$ cat config.mk
export PLATFORM = sky130hd
export DESIGN_NAME = pusch_sym_buf_ctrl_flat
export DESIGN_NICKNAME = d
export VERILOG_FILES = /design/src/rtl/pusch_sym_buf_ctrl_if.sv /design/src/rtl/pusch_sym_buf_ctrl.sv /design/src/flat_wrapper.sv
export SDC_FILE = /design/constraint.sdc
export NUM_CORES = 1
export LEC_CHECK = 0
export CAP_MARGIN = 20
export CORE_AREA = 4 4 88 107
export CTS_CLUSTER_SIZE = 12
export DETAILED_ROUTE_END_ITERATION = 10
export DIE_AREA = 0 0 92 111
export PLACE_DENSITY_LB_ADDON = 0.1
export SLEW_MARGIN = 40
export SYNTH_ARGS = -nofsm -noshare
export SYNTH_HDL_FRONTEND = slang
export SYNTH_SLANG_ARGS = --single-unit
export TNS_END_PERCENT = 30
$ cat constraint.sdc
create_clock -name i_clk -period 5.3 [get_ports i_clk]
set_input_delay 1.06 -clock i_clk [delete_from_list [all_inputs] [get_ports i_clk]]
set_output_delay 1.06 -clock i_clk [all_outputs]
set_load 0.05 [all_outputs]
$ cat src/rtl/pusch_sym_buf_ctrl_if.sv
// Handshake/bus bundle between the CPRI unpack stage, the symbol-RAM writer and the
// symbol consumer; the controller side uses the slave modport.
interface pusch_sym_buf_ctrl_if;
  logic        i_slot_sync;
  logic        i_iq_vld;
  logic [10:0] i_iq_addr;
  logic        i_rd_done;
  logic        o_wr_en;
  logic        o_wr_bank;
  logic [10:0] o_wr_addr;
  logic        o_rd_valid;
  logic        o_rd_bank;
  logic [3:0]  o_rd_sym;
  logic        o_sym1_done;
  logic        o_overflow;
  logic        o_addr_err;

  modport master (
    output i_slot_sync, i_iq_vld, i_iq_addr, i_rd_done,
    input  o_wr_en, o_wr_bank, o_wr_addr, o_rd_valid, o_rd_bank, o_rd_sym,
           o_sym1_done, o_overflow, o_addr_err
  );

  modport slave (
    input  i_slot_sync, i_iq_vld, i_iq_addr, i_rd_done,
    output o_wr_en, o_wr_bank, o_wr_addr, o_rd_valid, o_rd_bank, o_rd_sym,
           o_sym1_done, o_overflow, o_addr_err
  );
endinterface

$ cat src/rtl/pusch_sym_buf_ctrl.sv
// Ping-pong PUSCH symbol buffer controller: write strobes 1 cycle after each IQ word, read offer is combinational on bank state.
// No backpressure on the IQ stream: a symbol arriving with no free bank is dropped and flagged.
module pusch_sym_buf_ctrl #(
  parameter int NRE  = 1584,
  parameter int NSYM = 14
) (
  input  logic                 i_clk,
  input  logic                 i_reset,
  pusch_sym_buf_ctrl_if.slave  bus
);

  localparam logic [1:0]  BANK_FREE = 2'd0;
  localparam logic [1:0]  BANK_FILL = 2'd1;
  localparam logic [1:0]  BANK_FULL = 2'd2;
  localparam logic [10:0] LAST_ADDR = 11'(NRE - 1);
  localparam logic [3:0]  LAST_SYM  = 4'(NSYM - 1);

  typedef enum logic [1:0] {
    ST_IDLE  = 2'd0,
    ST_WRITE = 2'd1,
    ST_DROP  = 2'd2
  } wr_state_t;

  wr_state_t        state, state_nxt, cur_st;
  logic [1:0][1:0]  bank_st, bank_nxt;
  logic [1:0][3:0]  tag, tag_nxt;
  logic             wb, wb_nxt;
  logic             rb, rb_nxt;
  logic [3:0]       sym_idx, sym_nxt, sym_adv;
  logic [10:0]      exp_addr, exp_nxt;
  logic             wr_en_q, wr_en_nxt;
  logic             wr_bank_q, wr_bank_nxt;
  logic [10:0]      wr_addr_q, wr_addr_nxt;
  logic             sym1_q, sym1_nxt;
  logic             ovf_q, ovf_nxt;
  logic             aerr_q, aerr_nxt;
  logic             addr_ok, addr_last;

  always_ff @(posedge i_clk or posedge i_reset) begin
    if (i_reset) begin
      state     <= ST_IDLE;
      bank_st   <= '0;
      tag       <= '0;
      wb        <= 1'b0;
      rb        <= 1'b0;
      sym_idx   <= 4'd0;
      exp_addr  <= 11'd0;
      wr_en_q   <= 1'b0;
      wr_bank_q <= 1'b0;
      wr_addr_q <= 11'd0;
      sym1_q    <= 1'b0;
      ovf_q     <= 1'b0;
      aerr_q    <= 1'b0;
    end else begin
      state     <= state_nxt;
      bank_st   <= bank_nxt;
      tag       <= tag_nxt;
      wb        <= wb_nxt;
      rb        <= rb_nxt;
      sym_idx   <= sym_nxt;
      exp_addr  <= exp_nxt;
      wr_en_q   <= wr_en_nxt;
      wr_bank_q <= wr_bank_nxt;
      wr_addr_q <= wr_addr_nxt;
      sym1_q    <= sym1_nxt;
      ovf_q     <= ovf_nxt;
      aerr_q    <= aerr_nxt;
    end
  end

  assign addr_ok   = (bus.i_iq_addr == exp_addr);
  assign addr_last = (bus.i_iq_addr == LAST_ADDR);
  assign sym_adv   = (sym_idx == LAST_SYM) ? 4'd0 : sym_idx + 4'd1;

  always_comb begin
    state_nxt   = state;
    bank_nxt    = bank_st;
    tag_nxt     = tag;
    wb_nxt      = wb;
    rb_nxt      = rb;
    sym_nxt     = sym_idx;
    exp_nxt     = exp_addr;
    wr_en_nxt   = 1'b0;
    wr_bank_nxt = wr_bank_q;
    wr_addr_nxt = wr_addr_q;
    sym1_nxt    = 1'b0;
    ovf_nxt     = ovf_q;
    aerr_nxt    = aerr_q;
    cur_st      = state;

    // Slot sync acts before the current word so a coincident addr==0 starts symbol 0.
    if (bus.i_slot_sync) begin
      if (state == ST_WRITE) begin
        bank_nxt[wb] = BANK_FREE;
      end
      cur_st    = ST_IDLE;
      state_nxt = ST_IDLE;
      sym_nxt   = 4'd0;
      exp_nxt   = 11'd0;
    end

    case (cur_st)
      ST_IDLE: begin
        if (bus.i_iq_vld && (bus.i_iq_addr == 11'd0)) begin
          exp_nxt = 11'd1;
          if (bank_nxt[wb] == BANK_FREE) begin
            state_nxt    = ST_WRITE;
            bank_nxt[wb] = BANK_FILL;
            wr_en_nxt    = 1'b1;
            wr_bank_nxt  = wb;
            wr_addr_nxt  = bus.i_iq_addr;
          end else begin
            state_nxt = ST_DROP;
            ovf_nxt   = 1'b1;
          end
        end
      end

      ST_WRITE: begin
        if (bus.i_iq_vld) begin
          if (!addr_ok) begin
            aerr_nxt     = 1'b1;
            bank_nxt[wb] = BANK_FREE;
            state_nxt    = ST_IDLE;
            exp_nxt      = 11'd0;
          end else begin
            wr_en_nxt   = 1'b1;
            wr_bank_nxt = wb;
            wr_addr_nxt = bus.i_iq_addr;
            if (addr_last) begin
              bank_nxt[wb] = BANK_FULL;
              tag_nxt[wb]  = sym_idx;
              wb_nxt       = ~wb;
              state_nxt    = ST_IDLE;
              exp_nxt      = 11'd0;
              sym_nxt      = sym_adv;
              sym1_nxt     = (sym_idx == 4'd1);
            end else begin
              exp_nxt = exp_addr + 11'd1;
            end
          end
        end
      end

      ST_DROP: begin
        if (bus.i_iq_vld) begin
          if (!addr_ok) begin
            aerr_nxt  = 1'b1;
            state_nxt = ST_IDLE;
            exp_nxt   = 11'd0;
          end else if (addr_last) begin
            state_nxt = ST_IDLE;
            exp_nxt   = 11'd0;
            sym_nxt   = sym_adv;
          end else begin
            exp_nxt = exp_addr + 11'd1;
          end
        end
      end

      default: begin
        state_nxt = ST_IDLE;
        exp_nxt   = 11'd0;
      end
    endcase

    // The offered bank is FULL, so it can never be the bank the writer is touching.
    if (bus.i_rd_done && (bank_st[rb] == BANK_FULL)) begin
      bank_nxt[rb] = BANK_FREE;
      rb_nxt       = ~rb;
    end
  end

  always_comb begin
    bus.o_wr_en     = wr_en_q;
    bus.o_wr_bank   = wr_bank_q;
    bus.o_wr_addr   = wr_addr_q;
    bus.o_rd_valid  = (bank_st[rb] == BANK_FULL);
    bus.o_rd_bank   = rb;
    bus.o_rd_sym    = tag[rb];
    bus.o_sym1_done = sym1_q;
    bus.o_overflow  = ovf_q;
    bus.o_addr_err  = aerr_q;
  end

endmodule

$ cat src/flat_wrapper.sv
// flat-port wrapper written by rule: the top's interface ports become plain ports
module pusch_sym_buf_ctrl_flat 
#(
  parameter int NRE  = 1584,
  parameter int NSYM = 14
)
  (i_clk, i_reset, bus_i_slot_sync, bus_i_iq_vld, bus_i_iq_addr, bus_i_rd_done, bus_o_wr_en, bus_o_wr_bank, bus_o_wr_addr, bus_o_rd_valid, bus_o_rd_bank, bus_o_rd_sym, bus_o_sym1_done, bus_o_overflow, bus_o_addr_err);
  pusch_sym_buf_ctrl_if bus_i ();
  input  logic i_clk;
  input  logic i_reset;
  input wire logic [$bits(bus_i.i_slot_sync)-1:0] bus_i_slot_sync;
  input wire logic [$bits(bus_i.i_iq_vld)-1:0] bus_i_iq_vld;
  input wire logic [$bits(bus_i.i_iq_addr)-1:0] bus_i_iq_addr;
  input wire logic [$bits(bus_i.i_rd_done)-1:0] bus_i_rd_done;
  output wire logic [$bits(bus_i.o_wr_en)-1:0] bus_o_wr_en;
  output wire logic [$bits(bus_i.o_wr_bank)-1:0] bus_o_wr_bank;
  output wire logic [$bits(bus_i.o_wr_addr)-1:0] bus_o_wr_addr;
  output wire logic [$bits(bus_i.o_rd_valid)-1:0] bus_o_rd_valid;
  output wire logic [$bits(bus_i.o_rd_bank)-1:0] bus_o_rd_bank;
  output wire logic [$bits(bus_i.o_rd_sym)-1:0] bus_o_rd_sym;
  output wire logic [$bits(bus_i.o_sym1_done)-1:0] bus_o_sym1_done;
  output wire logic [$bits(bus_i.o_overflow)-1:0] bus_o_overflow;
  output wire logic [$bits(bus_i.o_addr_err)-1:0] bus_o_addr_err;
  assign bus_i.i_slot_sync = bus_i_slot_sync;
  assign bus_i.i_iq_vld = bus_i_iq_vld;
  assign bus_i.i_iq_addr = bus_i_iq_addr;
  assign bus_i.i_rd_done = bus_i_rd_done;
  assign bus_o_wr_en = bus_i.o_wr_en;
  assign bus_o_wr_bank = bus_i.o_wr_bank;
  assign bus_o_wr_addr = bus_i.o_wr_addr;
  assign bus_o_rd_valid = bus_i.o_rd_valid;
  assign bus_o_rd_bank = bus_i.o_rd_bank;
  assign bus_o_rd_sym = bus_i.o_rd_sym;
  assign bus_o_sym1_done = bus_i.o_sym1_done;
  assign bus_o_overflow = bus_i.o_overflow;
  assign bus_o_addr_err = bus_i.o_addr_err;
  pusch_sym_buf_ctrl #(.NRE(NRE), .NSYM(NSYM)) u_core (.i_clk(i_clk), .i_reset(i_reset), .bus(bus_i));
endmodule
Yosys cells after proc, flatten, opt, wreduce, memory -nomap -nowiden
Cells that the tools add are included.

Add/subtract/negate cells: 2. Magnitude comparators: 4. Equality and inequality tests: 12. Multiplexer cells: 60. Bitwise gates (word level): 15. Reduce and logical (&&, ||, !) cells: 13.

Operators with widths (count): $mux W11 (9); $mux W4 (17); $pmux W11 S2 (2); $mux W2 (12); $and A4 B4 Y4 (3); $mux W1 (12); $add A11 B1 Y11 const B (1); $eq A11 B11 Y1 (1); $eq A11 B11 Y1 const B (1); $logic_not A11 Y1 (1); $bwmux W8 (1); $not A4 Y4 (2); $pmux W4 S2 (1); $ne A2 B1 Y1 const B (3); $reduce_and A3 Y1 (2); $reduce_and A5 Y1 (1); $add A4 B1 Y4 const B (1); $and A2 B2 Y2 (2); $demux W2 S1 (2); $demux W4 S1 (1); $eq A2 B1 Y1 const B (2); $eq A2 B2 Y1 const B (2); $eq A4 B1 Y1 const B (1); $eq A4 B4 Y1 const B (1); 13 further kinds (25).

Register bits after elaboration: 47.

Logic depth before layout (Yosys ltp)
Gate-level depths: netlist of run 1.

Depth after elaboration: 16. Depth in mapped cells: 10. Gate-level depth less buffers: 8.

Least setup slack after synthesis of run 1
Ideal clock, no wire load.

Path kind: input to register. Start: in bus_i_slot_sync. End: reg u_core.sym_idx[2]. Arrival: 2.960 ns. Data required time: 5.181 ns. Setup slack: 2.221 ns. Stages on the path: 10. Buffers on the path: 2. Path through: clkbuf_1 inv_1 nand2_1 ha_1 nand2_1 nor4_1 or4b_1 buf_6 mux2_4 o21a_1.

Longest elaborated chain between the ends: 5.

RTL lines: from (decl) (RTL line flat_wrapper.sv:11) `input wire logic [$bits(bus_i.i_slot_sync)-1:0] bus_i_slot_sync;`; $mux W4 (RTL line pusch_sym_buf_ctrl.sv:92) `if (bus.i_slot_sync) begin`; $mux W4 (RTL line pusch_sym_buf_ctrl.sv:130, pusch_sym_buf_ctrl.sv:151); $mux W4 (RTL line pusch_sym_buf_ctrl.sv:121) `if (!addr_ok) begin`; $mux W4 (RTL line pusch_sym_buf_ctrl.sv:120) `if (bus.i_iq_vld) begin`; $mux W4 *; named net u_core.sym_nxt[2] (RTL line pusch_sym_buf_ctrl.sv:29) `logic [3:0] sym_idx, sym_nxt, sym_adv;`; to (signal assigned) (RTL line pusch_sym_buf_ctrl.sv:60) `sym_idx <= sym_nxt;`; to (decl) (RTL line pusch_sym_buf_ctrl.sv:29).

Mark *: on every way through the listed nets, which the timed path passes. The rest lies on a longest branch. A chain may end at the register's enable or synchronous reset.

Worst setup path in the final report of run 1
Ends and elaborated chain as after synthesis.

==> flow_metrics.py, run 1 <==
metrics = {
    "run_status": {
        "outcome": "complete, no violations",
    },
    "synthesis": {
        "ys_ff_latch": 47,
        "muxShareOfSynthArea": 0.131,
        "synth_xor_area_frac": 0.0397,
        "synthesis.nets": 323,
        "ys_types": 55,
        "synth_compound_area_frac": 0.169,
        "netlist_area_um2": 2870,
        "synth-async-reset-ratio": 1.00,
        "synth-edff-count": 0,
        "ys_warn_count": 0,
        "synth_cells": 303,
        "yosys.area.top_type": "dfrtp_1",
        "yosysMostFrequentCell": "dfrtp_1",
        "synth_top_area_share": 0.410,
        "synth_top_family_by_area": "simple AND/OR/NAND/NOR gates",
        "synthSimpleGateAreaFrac": 0.181,
        "synth_area_leaders": "dfrtp_1 (41%), mux2_2 (5.9%), mux2_4 (5.8%)",
        "synth_flop_cell": "dfrtp_1",
        "ys_seq_area_frac": 0.410,
        "syn_area_per_cell_um2": 9.46,
        "synth.top_cells.by_count": "dfrtp_1 (47), nand2_1 (33), nor2_1 (21), clkbuf_1 (17)",
        "synth-adder-area-share": 0.0175,
    },
    "power_and_ir_drop": {
        "p_int_uw": 572,
        "p_sw_frac": 0.223,
        "power.switching_uw": 164,
        "vdd.ir_drop.worst_v": 0.0000963,
        "power_leakage_uw": 0.00148,
        "power_density_nw_per_um2": 212,
        "pwr-share-seq": 0.493,
        "clkPwrFrac": 0.428,
        "pwr-share-comb": 0.079,
        "power_uw": 735,
    },
    "hold_path": {
        "hp-class": "reg -> reg",
    },
    "final_layout": {
        "drive_gt1_frac": 0.136,
        "syn2layout_area_growth_pct": 21.1,
        "regArea_um2": 1180,
        "design_area_um2": 3470,
        "antenna_cells": 0,
        "multi_input_area_um2": 1550,
        "nets": 351,
        "fillers": 852,
    },
    "global_route": {
        "overflow": 0,
        "grt_max_degree": 48,
        "antenna_found_initial": 0,
        "grt_first_pass_wirelength_um": 12200,
        "grt_use_total": 0.149,
        "grt_pass1_vias": 2367,
    },
    "cts": {
        "holdBufCountCts": 0,
        "cts_tree": "done",
        "cts-root-buf": "clkbuf_8",
        "cts_post_setup_buffers_inserted": 0,
        "cts_sinks": 47,
        "cts.path.max_buffers": 2,
        "cts_resized": 0,
        "cts.reportedPaths.clkPinSlew_ns": 0.09,
        "clock_latency_ns": 0.30,
        "htreeDepth": 2,
        "numCtsBuffers": 5,
    },
    "critical_path": {
        "cp-start-kind": "primary input",
        "critical_path_required_ns": 5.50,
        "crit_arrival_ns": 3.90,
        "cp-end-kind": "flip-flop",
        "cp_max_fo": 12,
        "crit_type": "in -> reg",
    },
    "job": {
        "cap_violations": 0,
    },
    "die": {
        "io_pins": 38,
        "dieArea_um2": 10200,
        "die_h_um": 111,
        "start_util": 0.340,
        "rows": 37,
        "die_width_um": 92,
        "core_area_um2": 8430,
    },
    "placement": {
        "place_hpwl_um": 5200,
        "placed_area_um2": 3330,
        "place.gp.congestion": 0.809,
        "portBuffers": 37,
    },
    "sta": {
        "finalHoldViolations": 0,
        "period_minus_slack_ns": 3.70,
        "maxSlewViolCount": 0,
        "tightest_slew_ns": 0.594,
        "relSlewSlack": 0.604,
        "max_freq_ghz": 0.270,
        "rsz0062_at_grt": "false",
        "finalCritPeriodShare": 0.699,
        "worst_clock_skew_ns": 0.00498,
        "fin_tns_setup_ns": 0,
        "setup_viol": 0,
    },
    "route": {
        "remaining_drc_errors": 0,
        "vias": 2359,
        "wl_um": 7280,
        "detail-route-antenna-nets": 0,
        "vias_per_cell": 5.25,
        "drt-initial-drc-count": 130,
        "wl_per_cell_um": 16.2,
        "drtPass1Iterations": 4,
    },
}
[worst max-delay path: stages]
cell and delay (ns):
clkdlybuf4s50_1 0.65, nand2b_1 0.41, ha_1 0.42, nand2_1 0.09
nor4_1 0.17, or4b_1 0.64, mux2_4 0.36, o21a_1 0.10
[per-layer routing]
| metal | wire, um | vias to the layer above | part of all wire | global-route usage |
|---|---|---|---|---|
| met3 | 225 | 7 | 0.031 | 0.0265 |
| li1 | - | 1157 | - | - |
| met4 | 94 | 0 | 0.013 | 0.0456 |
| met5 | 0 | - | 0 | 0 |
| met1 | 3340 | 1149 | 0.46 | 0.196 |
| met2 | 3620 | 46 | 0.50 | 0.247 |
[metrics by stage]
| stage | util | hold slack, ns | setup WS [ns] | instances |
|---|---|---|---|---|
| after floorplan | - | 0.474 | 2.22 | 303 |
| after global placement | 0.395 | 0.439 | 1.27 | 441 |
| after detailed placement | 0.395 | 0.445 | 1.19 | 441 |
| after CTS | 0.411 | 0.466 | 1.53 | 449 |
| after global routing | 0.412 | 0.486 | 1.45 | 449 |
| final | 0.412 | 0.461 | 1.60 | 449 |
[layout by cell type (no fill, tap or decap), types with 4 or more instances in the layout]
| cell | instances |
|---|---|
| nor4_1 | 5 |
| xnor2_1 | 12 |
| nor2_1 | 21 |
| a21oi_1 | 11 |
| a22oi_1 | 7 |
| o21ai_0 | 15 |
| inv_1 | 12 |
| nand4_1 | 8 |
| buf_4 | 6 |
| nor3_1 | 5 |
| a32oi_1 | 4 |
| ha_1 | 4 |
| o22ai_1 | 5 |
| clkbuf_8 | 5 |
| mux2i_1 | 4 |
| dfrtp_1 | 47 |
| nand2_1 | 33 |
| nand3_1 | 10 |
| mux2_2 | 15 |
| clkdlybuf4s50_1 | 37 |
| mux2_4 | 11 |
[cells by family after synthesis]
group           Yosys count
buf+inv                  35
simple gates            103
flops                    47
xor+xnor                 13
fa+ha+maj                 4
compound gates           71
mux                      30
[final timing paths]
| path | start | endpoint | slack [ns] | cells past startpoint |
|---|---|---|---|---|
| worst max-delay path | bus_i_slot_sync | u_core.sym_idx[2] | 1.60 | 8 |
| worst min-delay path | u_core.bus.o_overflow | u_core.bus.o_overflow | 0.46 | 1 |
| worst max register to register | u_core.state[1] | u_core.sym_idx[2] | 2.86 | 7 |
| worst min register to register | u_core.bus.o_overflow | u_core.bus.o_overflow | 0.46 | 1 |
| max in group asynchronous | i_reset | u_core.tag[3] | 3.71 | 2 |
| min in group asynchronous | i_reset | u_core.bus.o_wr_addr[2] | 1.17 | 2 |
[cell type report]
cell class | count | share of cell area
clock inverter | 2 | 0.0173
sequential | 47 | 0.339
timing repair buffer | 43 | 0.120
multi-input combinational | 221 | 0.446
inverter | 13 | 0.0148
clock buffer | 6 | 0.0209
tap | 117 | 0.0422
[state kept, by name, indices dropped and copies added (netlist names)]
| register | count |
|---|---|
| u_core.bank_st | 4 |
| u_core.bus.o_addr_err | 1 |
| u_core.bus.o_overflow | 1 |
| u_core.bus.o_rd_bank | 1 |
| u_core.bus.o_sym1_done | 1 |
| u_core.bus.o_wr_addr | 11 |
| u_core.bus.o_wr_bank | 1 |
| u_core.bus.o_wr_en | 1 |
| u_core.exp_addr | 11 |
| u_core.state | 2 |
| u_core.sym_idx | 4 |
| u_core.tag | 8 |
| u_core.wb | 1 |
[power groups by stage]
stage / Sequential (uW) / Combinational, uW / Clock, uW
after floorplan: 375 / 25.5 / 0
after global placement: 370 / 58.9 / 0
after detailed placement: 370 / 58.8 / 0
after CTS: 363 / 59.2 / 323
after global routing: 364 / 64.3 / 334
final: 363 / 57.8 / 315
Note: power is estimated with default switching activity, not from simulation.
==> run 2, diff against run 1 <==
clock period = 3.2 ns   (was 5.3 ns; I/O delays follow)
==> run 2 against run 1 <==
Against the previous run:
- hold slack improved by 0.030 ns
- combinational power increased by 87%
- total power increased by 46%
- clock power increased by 16%
- cell count increased by 4.0%
- sequential share of layout area decreased by 0.81 points
- critical path type unchanged
- largest cell class unchanged
==> flow_metrics.py, run 2 (synthesis results as in run 1) <==
metrics = {
    "route": {
        "drtPass1Iterations": 4,
        "detail-route-antenna-nets": 0,
        "drt-initial-drc-count": 120,
        "wl_per_cell_um": 16.3,
        "vias": 2436,
        "wl_um": 7600,
        "remaining_drc_errors": 0,
        "vias_per_cell": 5.22,
    },
    "critical_path": {
        "startpoint": "bus_i_iq_addr[4]",
        "crit_arrival_ns": 2.97,
        "critical_path_required_ns": 3.40,
        "r2r_slack_ns": 0.95,
        "r2r_end": "u_core.sym_idx[2]",
        "cp-start-kind": "primary input",
        "worst-r2r-cell-count": 7,
        "cp-end-kind": "flip-flop",
        "cp_max_fo": 7,
        "rr_startpoint": "u_core.state[0]",
        "crit_end": "u_core.sym_idx[2]",
        "crit_type": "in -> reg",
    },
    "global_route": {
        "antenna_found_initial": 0,
        "grt_use_total": 0.155,
        "grt_max_degree": 25,
        "grt_pass1_vias": 2433,
        "overflow": 0,
        "grt_first_pass_wirelength_um": 12700,
    },
    "cts": {
        "cts_tree": "done",
        "htreeDepth": 2,
        "cts_sinks": 47,
        "numCtsBuffers": 5,
        "cts_resized": 0,
        "clock_latency_ns": 0.31,
        "cts_post_setup_buffers_inserted": 0,
        "holdBufCountCts": 0,
        "cts-root-buf": "clkbuf_8",
        "cts.reportedPaths.clkPinSlew_ns": 0.10,
        "cts.path.max_buffers": 2,
    },
    "power_and_ir_drop": {
        "power_density_nw_per_um2": 302,
        "power_leakage_uw": 0.00154,
        "vdd.ir_drop.worst_v": 0.000149,
    },
    "placement": {
        "post-place-ws_ns": 0.102,
        "place.gp.congestion": 0.791,
        "place_hpwl_um": 5690,
        "portBuffers": 37,
    },
    "final_layout": {
        "layout_common_cells": "dfrtp_1 (47), clkdlybuf4s50_1 (37), nand2_1 (33)",
        "antenna_cells": 0,
        "layout_commonest_cell": "dfrtp_1",
        "drive_gt1_frac": 0.180,
        "nets": 369,
        "syn2layout_area_growth_pct": 24.1,
    },
    "sta": {
        "setup_ws_ns": 0.428,
        "setup_viol": 0,
        "period_minus_slack_ns": 2.77,
        "tightest_slew_ns": 0.575,
        "fin_tns_setup_ns": 0,
        "finalCritPeriodShare": 0.866,
        "maxSlewViolCount": 0,
        "worst_clock_skew_ns": 0.0125,
        "rsz0062_at_grt": "false",
        "max_freq_ghz": 0.361,
        "finalHoldViolations": 0,
        "relSlewSlack": 0.616,
    },
    "hold_path": {
        "hp-class": "reg -> reg",
    },
    "run_status": {
        "outcome": "complete, no violations",
    },
    "die": {
        "core_area_um2": 8430,
        "dieArea_um2": 10200,
        "start_util": 0.340,
        "rows": 37,
        "io_pins": 38,
        "die_width_um": 92,
        "die_h_um": 111,
    },
    "job": {
        "cap_violations": 0,
    },
}
-- run 2: cell types whose count changed in the layout (fill, tap and decap cells not counted), sizes merged --
cell and change:
bufinv -2, clkinvlp +1, clkinv +1, buf +18
-- run 2: cell type report --
| class | count | area [um^2] |
|---|---|---|
| Timing Repair Buffer | 61 | 551 |
| Tap cell | 117 | 146 |
| Clock inverter | 2 | 12.5 |
| Fill cell | 853 | 4870 |
| Inverter | 13 | 48.8 |
| Clock buffer | 6 | 72.6 |
| Multi-Input combinational cell | 221 | 1550 |
| Sequential cell | 47 | 1180 |
-- run 2: how the worst min path moves through the flow --
stage	start	end	slack (ns)	cells past startpoint
final	u_core.bus.o_overflow	u_core.bus.o_overflow	0.49	1
after detailed placement	u_core.bus.o_overflow	u_core.bus.o_overflow	0.48	1
after floorplan	u_core.tag[4]	u_core.tag[4]	0.47	1
after CTS	u_core.bus.o_overflow	u_core.bus.o_overflow	0.51	1
after global routing	u_core.tag[7]	u_core.tag[7]	0.53	1
after global placement	u_core.tag[2]	u_core.tag[2]	0.49	1
-- run 2: critical path, cell delays in order --
cell and delay [ns]:
clkdlybuf4s50_1 0.42, or4_4 0.55, nor4_1 0.26, or4b_1 0.65, mux2_4 0.36, o21a_1 0.10
-- run 2: where the power goes --
group | total (uW) | leakage [uW] | internal [uW] | switching, uW
logic | 108 | 0.000843 | 46.8 | 60.9
clock network | 366 | 0.0000412 | 153 | 213
registers | 601 | 0.000656 | 597 | 4.26
total | 1070 | 0.00154 | 797 | 278
-- run 2: routing by layer --
| layer | vias up | global-route usage | routed length (um) |
|---|---|---|---|
| met5 | - | 0 | 0 |
| met1 | 1189 | 0.202 | 3400 |
| met3 | 6 | 0.0305 | 332 |
| met2 | 50 | 0.264 | 3790 |
| met4 | 0 | 0.0377 | 80 |
| li1 | 1191 | - | - |
-- run 2: per-stage QoR --
stage	hold WS (ns)	cell area (um^2)	total power (uW)	instances	utilization
after floorplan	0.474	2870	664	303	-
after global placement	0.485	3460	724	459	0.411
after detailed placement	0.484	3460	723	459	0.411
after CTS	0.506	3550	1090	467	0.421
after global routing	0.532	3560	1130	467	0.422
final	0.491	3560	1070	467	0.422
==> run 3, diff against run 2 <==
PLACE_DENSITY = 0.66   (was not set)
PLACE_DENSITY_LB_ADDON = not set   (was 0.1)
==> run 3 against run 2 <==
Against the previous run:
- wire length fell by 7.4%
- fmax fell by 0.63%
- non-clock buffer count fell by 3
- die area did not move
- critical endpoint unchanged
- largest cell class unchanged
- highest routed layer unchanged
==> flow_metrics.py, run 3 (synthesis results as in run 1) <==
metrics = {
    "run_status": {
        "outcome": "complete, no violations",
    },
    "die": {
        "rows": 37,
        "dieArea_um2": 10200,
        "io_pins": 38,
        "core_area_um2": 8430,
        "start_util": 0.340,
        "die_h_um": 111,
        "die_width_um": 92,
    },
    "power_and_ir_drop": {
        "vdd.ir_drop.worst_v": 0.000131,
        "power_leakage_uw": 0.00152,
        "power_density_nw_per_um2": 293,
        "power_uw": 1030,
    },
    "route": {
        "detail-route-antenna-nets": 0,
        "drt-initial-drc-count": 186,
        "vias_per_cell": 5.24,
        "wl_per_cell_um": 15.2,
        "remaining_drc_errors": 0,
        "vias": 2421,
        "wl_um": 7040,
        "drtPass1Iterations": 4,
    },
    "sta": {
        "maxSlewViolCount": 0,
        "whs_ns": 0.468,
        "max_freq_ghz": 0.359,
        "setup_ws_ns": 0.411,
        "fin_tns_setup_ns": 0,
        "rsz0062_at_grt": "false",
        "setup_viol": 0,
        "worst_clock_skew_ns": 0.00561,
        "finalHoldViolations": 0,
        "relSlewSlack": 0.600,
        "period_minus_slack_ns": 2.79,
        "finalCritPeriodShare": 0.872,
        "tightest_slew_ns": 0.596,
    },
    "critical_path": {
        "cp-end-kind": "flip-flop",
        "crit_arrival_ns": 2.98,
        "cp_max_fo": 7,
        "crit_type": "in -> reg",
        "cp-start-kind": "primary input",
        "critical_path_required_ns": 3.39,
    },
    "cts": {
        "cts_post_setup_buffers_inserted": 0,
        "htreeDepth": 2,
        "cts_tree": "done",
        "cts_sinks": 47,
        "numCtsBuffers": 5,
        "cts.path.max_buffers": 2,
        "cts-root-buf": "clkbuf_8",
        "holdBufCountCts": 0,
        "cts_resized": 0,
        "cts.reportedPaths.clkPinSlew_ns": 0.08,
        "clock_latency_ns": 0.30,
    },
    "final_layout": {
        "layout_commonest_cell": "dfrtp_1",
        "utilization": 0.418,
        "drive_gt1_frac": 0.168,
        "nets": 366,
        "fillers": 845,
        "syn2layout_area_growth_pct": 22.8,
        "antenna_cells": 0,
        "layout_common_cells": "dfrtp_1 (47), clkdlybuf4s50_1 (37), nand2_1 (33)",
    },
    "global_route": {
        "grt_first_pass_wirelength_um": 11900,
        "grt_max_degree": 27,
        "grt_pass1_vias": 2446,
        "overflow": 0,
        "antenna_found_initial": 0,
        "grt_use_total": 0.141,
    },
    "placement": {
        "place.gp.congestion": 0.850,
        "post-place-ws_ns": 0.0984,
        "portBuffers": 37,
        "place_hpwl_um": 5180,
    },
    "hold_path": {
        "hp-class": "reg -> reg",
    },
    "job": {
        "cap_violations": 0,
    },
}
[run 3: changes by cell type in the layout (fill, tap and decap cells not counted)]
| cell | previous run | this run |
|---|---|---|
| buf_4 | 24 | 21 |
| clkinv_2 | 1 | 0 |
| clkinvlp_4 | 1 | 0 |
[run 3: power breakdown]
| group | switching, uW | leakage (uW) | internal [uW] |
|---|---|---|---|
| logic | 59.8 | 0.000829 | 44.4 |
| clock network | 182 | 0.0000371 | 146 |
| registers | 4.24 | 0.000656 | 597 |
| total | 246 | 0.00152 | 787 |
[run 3: per-layer routing]
layer	global-route usage	wire [um]
met1	0.185	3230
met2	0.231	3380
met3	0.0333	305
met4	0.0396	119
met5	0	0
[run 3: layout make-up]
class	instances	area [um^2]	share of cell area
Multi-Input combinational cell	221	1550	0.440
Sequential cell	47	1180	0.334
Timing Repair Buffer	58	528	0.150
Tap cell	117	146	0.0416
Clock buffer	6	72.6	0.0206
Inverter	13	48.8	0.0139
[run 3: stage by stage]
step           instances  area [um^2]
6_report             462         3520
5_1_grt              462         3520
4_1_cts              462         3510
3_5_place_dp         456         3440
3_3_place_gp         456         3440
2_1_floorplan        303         2870
[run 3: worst paths after layout]
path / from / endpoint / slack, ns / cells past startpoint
worst max-delay path: bus_i_iq_addr[4] / u_core.sym_idx[2] / 0.41 / 6
worst min-delay path: u_core.bus.o_overflow / u_core.bus.o_overflow / 0.47 / 1
worst max register to register: u_core.exp_addr[8] / u_core.tag[7] / 0.92 / 5
worst min register to register: u_core.bus.o_overflow / u_core.bus.o_overflow / 0.47 / 1
max in group asynchronous: i_reset / u_core.exp_addr[8] / 1.81 / 3
min in group asynchronous: i_reset / u_core.bus.o_wr_addr[10] / 0.67 / 2
[run 3: critical path, cell delays in order]
cell and delay [ns]:
clkdlybuf4s50_1 0.42, or4_4 0.56, nor4_1 0.26, or4b_1 0.63, mux2_4 0.35, o21a_1 0.10
